===== src/rtl/rc4_prga_engine.sv =====
// rc4_prga_engine: RC4 keystream generator / decryptor (PRGA phase).
// Runs after the KSA has filled the S RAM. Each message byte costs seven
// cycles: read S[i], update j and read S[j], swap S[i] and S[j], read
// S[S[i]+S[j]] together with the ciphertext byte, then write the plaintext.
// An optional plausibility check aborts on the first out-of-range byte.
// All three RAMs return read data one cycle after the address is presented.
//
// Optional feature macro: RC4_DROP_EN
//   When defined, a 16-bit drop_n input is sampled at start acceptance and
//   that many keystream rounds (5 cycles each, no message access) are
//   discarded before byte 0 (RC4-drop[n]).
//
// Control protocol: start is a level request. It is accepted on a rising
// clock edge only while the engine is in IDLE or DONE (busy=0); msg_len,
// check_en (and drop_n) are captured on that same edge. While busy=1 start
// is ignored. done stays high, and pass/fail_idx stay stable, until the
// next accepted start.
module rc4_prga_engine #(
    parameter int STATE_W  = 8,
    parameter int MSG_AW   = 5,
    parameter int CHAR_LO  = 97,
    parameter int CHAR_HI  = 122,
    parameter int CHAR_ALT = 32
) (
    input  logic               clk,
    input  logic               reset,
    input  logic               start,
    input  logic [MSG_AW:0]    msg_len,
    input  logic               check_en,
`ifdef RC4_DROP_EN
    input  logic [15:0]        drop_n,
`endif
    output logic               busy,
    output logic               done,
    output logic               pass,
    output logic [MSG_AW-1:0]  fail_idx,
    output logic [STATE_W-1:0] s_addr,
    output logic [STATE_W-1:0] s_wdata,
    output logic               s_wren,
    input  logic [STATE_W-1:0] s_rdata,
    output logic [MSG_AW-1:0]  m_addr,
    input  logic [7:0]         m_rdata,
    output logic [MSG_AW-1:0]  a_addr,
    output logic [7:0]         a_wdata,
    output logic               a_wren,
    output logic [3:0]         dbg_state
);

    typedef enum logic [3:0] {
        ST_IDLE  = 4'd0,
        ST_RD_I  = 4'd1,
        ST_CAP_I = 4'd2,
        ST_CAP_J = 4'd3,
        ST_WR_I  = 4'd4,
        ST_WR_J  = 4'd5,
        ST_RD_K  = 4'd6,
        ST_CAP_K = 4'd7,
        ST_DONE  = 4'd8
    } state_t;

    // Keystream bytes wider or narrower than 8 bits are folded onto the
    // 8-bit message path through a zero-extended intermediate.
    localparam int PW = (STATE_W > 8) ? STATE_W : 8;

    localparam logic [7:0]      LO8     = 8'(CHAR_LO);
    localparam logic [7:0]      HI8     = 8'(CHAR_HI);
    localparam logic [7:0]      ALT8    = 8'(CHAR_ALT);
    localparam logic [MSG_AW:0] LEN_ONE = (MSG_AW + 1)'(1);

    state_t              r_state;
    state_t              w_next;

    logic [STATE_W-1:0]  r_i;
    logic [STATE_W-1:0]  r_j;
    logic [STATE_W-1:0]  r_si;
    logic [STATE_W-1:0]  r_sj;
    logic [MSG_AW-1:0]   r_k;
    logic [MSG_AW:0]     r_len;
    logic                r_chk;
    logic                r_pass;
    logic [MSG_AW-1:0]   r_fail_idx;

    logic                w_start_acc;
    logic                w_zero_work;
    logic                w_byte_fail;
    logic                w_last_byte;
    logic                w_legal;
    logic [PW-1:0]       w_ks_ext;
    logic [7:0]          w_p;
    logic                w_drop_active;
    logic                w_drop_last;

`ifdef RC4_DROP_EN
    logic [15:0]         r_drop_left;

    assign w_zero_work   = (msg_len == '0) && (drop_n == 16'd0);
    assign w_drop_active = (r_drop_left != 16'd0);
    assign w_drop_last   = (r_drop_left == 16'd1);
`else
    assign w_zero_work   = (msg_len == '0);
    assign w_drop_active = 1'b0;
    assign w_drop_last   = 1'b0;
`endif

    // Plaintext byte formed in CAP_K and its legality under the check.
    assign w_ks_ext    = PW'(s_rdata);
    assign w_p         = w_ks_ext[7:0] ^ m_rdata;
    assign w_legal     = ((w_p >= LO8) && (w_p <= HI8)) || (w_p == ALT8);
    assign w_last_byte = ({1'b0, r_k} == (r_len - LEN_ONE));

    assign pass      = r_pass;
    assign fail_idx  = r_fail_idx;
    assign dbg_state = r_state;

    // FSM state register.
    always_ff @(posedge clk or posedge reset) begin
        if (reset) begin
            r_state <= ST_IDLE;
        end else begin
            r_state <= w_next;
        end
    end

    // Next-state decode and all RAM-side outputs; everything idles at 0.
    always_comb begin
        w_next      = r_state;
        w_start_acc = 1'b0;
        w_byte_fail = 1'b0;
        busy        = 1'b0;
        done        = 1'b0;
        s_addr      = '0;
        s_wdata     = '0;
        s_wren      = 1'b0;
        m_addr      = '0;
        a_addr      = '0;
        a_wdata     = '0;
        a_wren      = 1'b0;
        case (r_state)
            ST_IDLE, ST_DONE: begin
                done = (r_state == ST_DONE);
                if (start) begin
                    w_start_acc = 1'b1;
                    w_next      = w_zero_work ? ST_DONE : ST_RD_I;
                end
            end
            ST_RD_I: begin
                busy   = 1'b1;
                s_addr = r_i;
                w_next = ST_CAP_I;
            end
            ST_CAP_I: begin
                busy   = 1'b1;
                s_addr = r_j + s_rdata;
                w_next = ST_CAP_J;
            end
            ST_CAP_J: begin
                busy   = 1'b1;
                w_next = ST_WR_I;
            end
            ST_WR_I: begin
                busy    = 1'b1;
                s_addr  = r_i;
                s_wdata = r_sj;
                s_wren  = 1'b1;
                w_next  = ST_WR_J;
            end
            ST_WR_J: begin
                busy    = 1'b1;
                s_addr  = r_j;
                s_wdata = r_si;
                s_wren  = 1'b1;
                if (w_drop_active) begin
                    // Discard round: skip the message, maybe finish outright.
                    w_next = (w_drop_last && (r_len == '0)) ? ST_DONE : ST_RD_I;
                end else begin
                    w_next = ST_RD_K;
                end
            end
            ST_RD_K: begin
                busy   = 1'b1;
                s_addr = r_si + r_sj;
                m_addr = r_k;
                w_next = ST_CAP_K;
            end
            ST_CAP_K: begin
                busy        = 1'b1;
                a_addr      = r_k;
                a_wdata     = w_p;
                w_byte_fail = r_chk && !w_legal;
                a_wren      = !w_byte_fail;
                w_next      = (w_byte_fail || w_last_byte) ? ST_DONE : ST_RD_I;
            end
            default: begin
                w_next = ST_IDLE;
            end
        endcase
    end

    // Datapath: indices, captured S values, run parameters and the verdict.
    always_ff @(posedge clk or posedge reset) begin
        if (reset) begin
            r_i        <= '0;
            r_j        <= '0;
            r_si       <= '0;
            r_sj       <= '0;
            r_k        <= '0;
            r_len      <= '0;
            r_chk      <= 1'b0;
            r_pass     <= 1'b0;
            r_fail_idx <= '0;
        end else if (w_start_acc) begin
            // i is pre-incremented on every entry into RD_I.
            r_i        <= (w_next == ST_RD_I) ? STATE_W'(1) : '0;
            r_j        <= '0;
            r_k        <= '0;
            r_len      <= msg_len;
            r_chk      <= check_en;
            r_pass     <= 1'b1;
            r_fail_idx <= '0;
        end else begin
            case (r_state)
                ST_CAP_I: begin
                    r_si <= s_rdata;
                    r_j  <= r_j + s_rdata;
                end
                ST_CAP_J: begin
                    r_sj <= s_rdata;
                end
                ST_WR_J: begin
                    if (w_next == ST_RD_I) begin
                        r_i <= r_i + STATE_W'(1);
                    end
                end
                ST_CAP_K: begin
                    if (w_byte_fail) begin
                        r_pass     <= 1'b0;
                        r_fail_idx <= r_k;
                    end else if (!w_last_byte) begin
                        r_k <= r_k + MSG_AW'(1);
                        r_i <= r_i + STATE_W'(1);
                    end
                end
                default: begin
                end
            endcase
        end
    end

`ifdef RC4_DROP_EN
    // Remaining discard rounds; one is consumed at the end of each WR_J.
    always_ff @(posedge clk or posedge reset) begin
        if (reset) begin
            r_drop_left <= 16'd0;
        end else if (w_start_acc) begin
            r_drop_left <= drop_n;
        end else if ((r_state == ST_WR_J) && w_drop_active) begin
            r_drop_left <= r_drop_left - 16'd1;
        end
    end
`endif

endmodule

===== config.mk =====
export PLATFORM = sky130hd
export DESIGN_NAME = rc4_prga_engine
export DESIGN_NICKNAME = d
export VERILOG_FILES = /design/src/rtl/rc4_prga_engine.sv
export SDC_FILE = /design/constraint.sdc
export NUM_CORES = 1
export LEC_CHECK = 0
export BUFFER_PORTS_ARGS = -buffer_cell sky130_fd_sc_hd__buf_2
export CAP_MARGIN = 20
export CORE_UTILIZATION = 57
export CTS_BUF_LIST = sky130_fd_sc_hd__clkbuf_2
export DETAILED_ROUTE_END_ITERATION = 16
export PLACE_DENSITY = 0.83
export SLEW_MARGIN = 20
export SYNTH_ARGS = -nofsm -noshare
export SYNTH_HDL_FRONTEND = slang
export SYNTH_SLANG_ARGS = --single-unit
export TNS_END_PERCENT = 30

===== constraint.sdc =====
create_clock -name clk -period 3.5 [get_ports clk]
set_clock_uncertainty 0.2 [all_clocks]
set_input_delay 0.7 -clock clk [delete_from_list [all_inputs] [get_ports clk]]
set_output_delay 0.7 -clock clk [all_outputs]
set_load 0.02 [all_outputs]

==> reports/results.tsv, run 1 <==
stage	metric	value	unit
run_status	outcome	finished, violations left	
run_status	violations	setup timing	
floorplanning	placementRows	28	
setup_path	rrSetupSlack	1010	ps
global_route	grt_pass1_wl	14.3	mm
timing	holdWs	208	ps
timing	setup-tns-final	-66.4	ps
cells_and_area	layout.nets	518	
clocking	clkLatencyLatePin	460	ps
timing	hold_viol_final	0	
placement	io_buffers	73	
setup_path	start_kind	flop	
floorplanning	fp.dieH	80.9	um
timing	period_minus_slack	3570	ps
setup_path	r2r_end	r_i[4]	
timing	relSlewSlack	0.441	
min_path	hold_path.class	in2reg	
global_route	grt_max_degree	42	
route	viasPerCell	5.80	
timing	fin_crit_sh	1.02	
synth	yosysSeqAreaShare	0.381	
timing	rsz0062_at_grt	true	
synth	synth_most_common_cell	nand2_1	
route	drt-initial-drc-count	301	
setup_path	setup.worst_path.start	r_sj[1]	
synth	synth_edf_count	0	
synth	postSynthAreaPerCell	9.00	um2
synth	synth_area_leaders	dfrtp_1 38%, nand2_1 8.9%, ha_1 6.0%	
placement	dp_hpwl	6.41	mm
floorplanning	initial_core_util	0.596	
placement	gp_routability_congestion	0.907	
floorplanning	coreArea	5960	um2
clocking	clk_pin_slew	300	ps
global_route	grt_remaining_overflow	0	
setup_path	r2r.worst_path.cells	6	
setup_path	endpoint_kind	output pin	
clocking	cts_tree	yes	
power	ir_drop	224	uV
synth	synth_seq_cells	54	
flow_run	maxCapViolations	0	
synth	yosys-top-cells-count	84 x nand2_1, 54 x dfrtp_1, 46 x nor2_1	
cells_and_area	fin_area	4140	um2
route	drt_wl_total	8.71	mm
floorplanning	io_pins	74	
placement	placed_cell_area	4000	um2
clocking	htreeDepth	2	
clocking	cts_buffers	5	
route	dr.pass1.iters	7	
timing	worst_pin_slew	834	ps
floorplanning	die_area	6540	um2
synth	syn_inst	394	
global_route	antenna_found_initial	0	
route	route.detailed.drc	0	
clocking	clk_path_buf_depth	2	
timing	fmax	280	MHz
power	p_per_area	374	nW/um2
cells_and_area	drive_above_1_share	0.275	
timing	final_max_slew_viol_count	0	
global_route	grt_usage	0.287	
route	vias	3180	
setup_path	arrival	2670	ps
synth	yosys_warnings	0	
synth	synth_top_cell_by_area	dfrtp_1	
setup_path	worstPathMaxFanout	2	
timing	finalSetupViolCount	1	
route	wl_per_cell	15.9	um
setup_path	r2r-start	dbg_state[3]	
floorplanning	die_w	80.9	um
synth	synthArstFlopShare	1.00	
timing	setup_ws	-66.4	ps
global_route	grt_pass1_vias	3004	
setup_path	crit_path_end	s_addr[7]	
synth	netlist_area	3550	um2
setup_path	path_class	reg2out	
synth	synth.distinct_cells	57	
synth	synthFlopType	dfrtp_1	
synth	synth.top_cell.area_share	0.381	
route	drt.antenna.violating_nets	0	
clocking	clock_sinks	54	
clocking	root_buffer	clkbuf_2	
min_path	hold_depth	3	
setup_path	critPathRequiredTime	2600	ps
synth	syn_nets	439	
power	leakage	2.22	nW
cells_and_area	area_growth	16.6	%
cells_and_area	antennaDiodeCount	0	
stage by stage:
stage	power [mW]	cells	util	setup slack (ps)
after floorplan	1.05	394	-	175
after global placement	1.18	536	0.671	49.4
after detailed placement	1.20	536	0.671	4.98
after CTS	1.53	548	0.692	-110
after global routing	1.63	548	0.695	-232
final	1.55	548	0.695	-66.4
layer usage:
metal / track usage / share of wire
met1: 0.389 / 0.43
met2: 0.467 / 0.49
met3: 0.0449 / 0.057
met4: 0.0929 / 0.022
met5: 0 / 0
worst max-delay path: stages, from the launching register on:
cell and delay, ps:
dfrtp_1 450, ha_1 290, a21o_1 180, a21oi_4 190
o21ai_2 90, o41ai_2 250, xnor2_1 120, a222oi_1 360
o21ai_1 130, buf_4 180
layout by cell type (no fill, tap or decap), drive strengths merged, types with 7 or more instances in the layout:
cell type / instances
inv: 13
nand3: 7
xor2: 12
mux2i: 13
o21ai: 22
buf: 87
ha: 17
nor2: 47
a21oi: 7
nor3: 9
mux2: 8
dfrtp: 54
nand2: 84
xnor2: 22
worst min path at each step:
| stage | start | end | slack, ps |
|---|---|---|---|
| 2_1_floorplan | r_chk | r_chk | 250 |
| 3_3_place_gp | pass | pass | 260 |
| 3_5_place_dp | pass | pass | 260 |
| 4_1_cts | msg_len[4] | r_len[4] | 210 |
| 5_1_grt | msg_len[4] | r_len[4] | 170 |
| 6_report | msg_len[4] | r_len[4] | 210 |
cell families (layout without fill, tap and decap cells):
family	after synthesis	count (layout)	synth area share
simple gates	175	175	0.224
mux	21	21	0.0631
fa+ha+maj	19	19	0.0713
compound gates	62	62	0.132
buf+inv	29	108	0.0388
flops	54	54	0.381
xor+xnor	34	34	0.0903
power by group:
part,internal (mW),leakage (nW),switching [mW]
logic,0.238,1.53,0.247
registers,0.681,0.652,0.0585
clock network,0.118,0.0390,0.203
sequential cells by signal, indices dropped and copies added, names as in the netlist:
| register | flops |
|---|---|
| r_i | 8 |
| r_j | 8 |
| r_si | 8 |
| r_sj | 8 |
| r_len | 6 |
| fail_idx | 5 |
| r_k | 5 |
| dbg_state | 4 |
| pass | 1 |
| r_chk | 1 |
area by class of cell:
cell class              instances  area, um2
clock inverters                 2       38.8
fillers                       498       1820
multi-input cells             311       2090
inverters                      13       48.8
flip-flops and latches         54       1350
repair buffers                 88        485
clock buffers                   5       25.0
well taps                      75       93.8
timing repair:
action / 4_1_cts / 5_1_grt
setup buffers: 4 / 0
pin swaps: 8 / 4
setup endpoints to repair: 3 / 4
endpoints found under the hold margin: 13 / 0
hold buffers: 1 / 0
resized for setup: 8 / 3
Note: power is estimated with default switching activity, not from simulation.
==> inputs of run 2 (changes only) <==
--- a/config.mk
+++ b/config.mk
@@ -5,8 +5,7 @@
 export SDC_FILE = /design/constraint.sdc
 export NUM_CORES = 1
 export LEC_CHECK = 0
-export BUFFER_PORTS_ARGS = -buffer_cell sky130_fd_sc_hd__buf_2
-export CAP_MARGIN = 20
+export BUFFER_PORTS_ARGS = -buffer_cell sky130_fd_sc_hd__clkbuf_2
 export CORE_UTILIZATION = 57
 export CTS_BUF_LIST = sky130_fd_sc_hd__clkbuf_2
 export DETAILED_ROUTE_END_ITERATION = 16
==> constraint.sdc (replaced) <==
create_clock -name clk -period 3.5 [get_ports clk]
set_clock_uncertainty 0.2 [all_clocks]
set_input_delay 0.7 -clock clk [delete_from_list [all_inputs] [get_ports clk]]
set_output_delay 0.7 -clock clk [all_outputs]
set_load 0.05 [all_outputs]
==> run 2 against run 1 <==
Net effect:
- critical path type unchanged
- clock power is 7.8% higher
- sequential share of layout area decreased by 1.3 points
- total power up 10%
- fmax decreased by 4.5%
- the run still ends with setup timing left
- critical path depth is the same
==> reports/results.tsv, run 2 (synthesis gave the netlist of run 1 again) <==
stage	metric	value	unit	change
power	ir_drop	332	uV	was 224 uV
setup_path	setup.worst_path.start	r_si[1]		was r_sj[1]
setup_path	crit_chain	ha_1, a21o_1, a21oi_2, o21ai_2, o41ai_4, xnor2_1, a222oi_1, o21ai_2, buf_12		was ha_1, a21o_1, a21oi_4, o21ai_2, o41ai_2, xnor2_1, a222oi_1, o21ai_1, buf_4
floorplanning	die_area	6540	um2	unchanged
floorplanning	coreArea	5960	um2	unchanged
floorplanning	initial_core_util	0.596		unchanged
power	p_per_area	396	nW/um2	was 374 nW/um2
clocking	cts_buffers	5		unchanged
timing	setup-tns-final	-582	ps	was -66.4 ps
power	leakage	2.25	nW	was 2.22 nW
setup_path	critPathRequiredTime	2600	ps	about the same
setup_path	worstPathMaxFanout	2		unchanged
clocking	clkLatencyLatePin	480	ps	was 460 ps
clocking	cts_tree	yes		unchanged
setup_path	start_kind	flop		unchanged
route	vias	3368		was 3180
route	drt.antenna.violating_nets	0		unchanged
global_route	grt_usage	0.308		was 0.287
timing	fmax	268	MHz	was 280 MHz
placement	dp.cells	539		was 536
power	switchingPower	0.589	mW	was 0.508 mW
clocking	clk_pin_slew	300	ps	about the same
floorplanning	fp.dieH	80.9	um	unchanged
power	p_total	1.70	mW	was 1.55 mW
cells_and_area	layout_commonest_cell	nand2_1		unchanged
power	p_int	1.11	mW	was 1.04 mW
setup_path	arrival	2840	ps	was 2670 ps
cells_and_area	nFillCells	444		was 498
cells_and_area	drive_above_1_share	0.308		was 0.275
setup_path	crit_top_cell	o21ai_2		
setup_path	r2r-start	r_j[1]		was dbg_state[3]
route	dr.pass1.iters	7		unchanged
run_status	violations	setup timing		unchanged
floorplanning	placementRows	28		unchanged
setup_path	endpoint_kind	output pin		unchanged
timing	worst_pin_slew	879	ps	was 834 ps
route	route.detailed.drc	0		unchanged
min_path	hold_path.class	in2async		was in2reg
clocking	root_buffer	clkbuf_2		unchanged
timing	setup_ws	-235	ps	was -66.4 ps
timing	relSlewSlack	0.411		was 0.441
cells_and_area	layout.nets	525		was 518
placement	io_buffers	73		unchanged
power	comb_power_share	0.366		was 0.314
setup_path	slowest_stage	dfrtp_1		unchanged
global_route	grt_pass1_wl	15.2	mm	was 14.3 mm
timing	hold_viol_final	0		unchanged
setup_path	slowest_delay	450	ps	about the same
floorplanning	die_w	80.9	um	unchanged
placement	dp_hpwl	6.68	mm	was 6.41 mm
timing	period_minus_slack	3740	ps	was 3570 ps
global_route	grt_max_degree	29		was 42
clocking	htreeDepth	2		unchanged
run_status	outcome	finished, violations left		unchanged
cells_and_area	final_cells	556		was 548
cells_and_area	antennaDiodeCount	0		unchanged
timing	final_max_slew_viol_count	0		unchanged
timing	rsz0062_at_grt	true		unchanged
placement	gp_routability_congestion	0.920		was 0.907
global_route	grt_pass1_vias	3104		was 3004
timing	fin_crit_sh	1.07		was 1.02
cells_and_area	area_growth	21.2	%	was 16.6%
route	drt-initial-drc-count	371		was 301
power	power.share.switching	0.346		was 0.329
global_route	grt_remaining_overflow	0		unchanged
global_route	antenna_found_initial	0		unchanged
cells_and_area	register_area	1350	um2	about the same
cells_and_area	layout_common_cells	84 x nand2_1, 74 x clkbuf_2, 54 x dfrtp_1		was 84 x nand2_1, 71 x buf_2, 53 x dfrtp_1
setup_path	r2r.worst_path.cells	11		was 6
timing	finalSetupViolCount	5		was 1
route	viasPerCell	6.06		was 5.80
power	power_frac_clock	0.203		was 0.208
route	wl_per_cell	17.7	um	was 15.9 um
flow_run	maxCapViolations	0		unchanged
cells_and_area	multi_input_area	2150	um2	was 2090 um2
setup_path	path_class	reg2out		unchanged
route	drt_wl_total	9.82	mm	was 8.71 mm
power	pwr-share-seq	0.431		was 0.478
floorplanning	io_pins	74		unchanged
clocking	clock_sinks	54		unchanged
clocking	clk_path_buf_depth	2		unchanged
-- run 2: changes by cell type in the layout (fill, tap and decap cells not counted), sizes merged --
cell	previous run	this run
inv	13	14
dlygate4sd3	1	0
clkinvlp	0	1
clkinv	1	0
clkbuf	5	76
buf	87	24
-- run 2: cell type report --
type                    instances  area share
well taps                      75      0.0218
clock inverters                 3      0.0113
clock buffers                   5     0.00582
flip-flops and latches         54       0.314
inverters                      13      0.0113
multi-input cells             311       0.500
repair buffers                 95       0.135
-- run 2: path summary, 6_finish.rpt --
path                             end  slack, ps
min                         r_len[4]         10
max                        s_addr[7]       -240
max reg2reg                   r_j[7]        940
min in group clk            r_len[3]        170
max in group asynchronous     r_i[1]       2280
min reg2reg                   r_i[5]        320
-- run 2: per-layer routing --
layer  global-route usage  wire length [um]  vias to the layer above
li1                     -                 -                     1522
met1                0.392              3880                     1612
met2                0.507              4810                      183
met3               0.0663               801                       51
met4                0.127               328                        0
met5                    0                 0                        -
-- run 2: power by group through the flow --
stage / Sequential [mW] / Combinational (mW) / Clock (mW)
2_1_floorplan: 0.728 / 0.325 / 0
3_3_place_gp: 0.741 / 0.461 / 0
3_5_place_dp: 0.743 / 0.477 / 0
4_1_cts: 0.729 / 0.554 / 0.350
5_1_grt: 0.737 / 0.673 / 0.367
6_report: 0.735 / 0.623 / 0.346
-- run 2: timing repair --
item                                    4_1_cts  5_1_grt
gates resized for setup                      13       13
endpoints found under the setup margin        5        8
pin swaps                                    12       10
hold buffers                                  0        0
buffers inserted                              7        2
-- run 2: stage by stage --
stage	area (um2)	hold slack, ps	setup WS [ps]	util
final	4300	12.3	-235	0.722
after CTS	4240	26.7	-167	0.712
after global placement	4050	260	-145	0.681
after floorplan	3550	248	39.2	-
after detailed placement	4050	279	-240	0.681
after global routing	4300	43.5	-353	0.722
-- run 2: worst max-delay path, delay by kind of cell, from the launching register on --
| family | cells | cell delay (ps) |
|---|---|---|
| AOI/OAI and AO/OA | 6 | 1300 |
| DFF | 1 | 450 |
| adders and majority gates | 1 | 290 |
| buffers and inverters | 1 | 170 |
| xor gates and xnor gates | 1 | 140 |
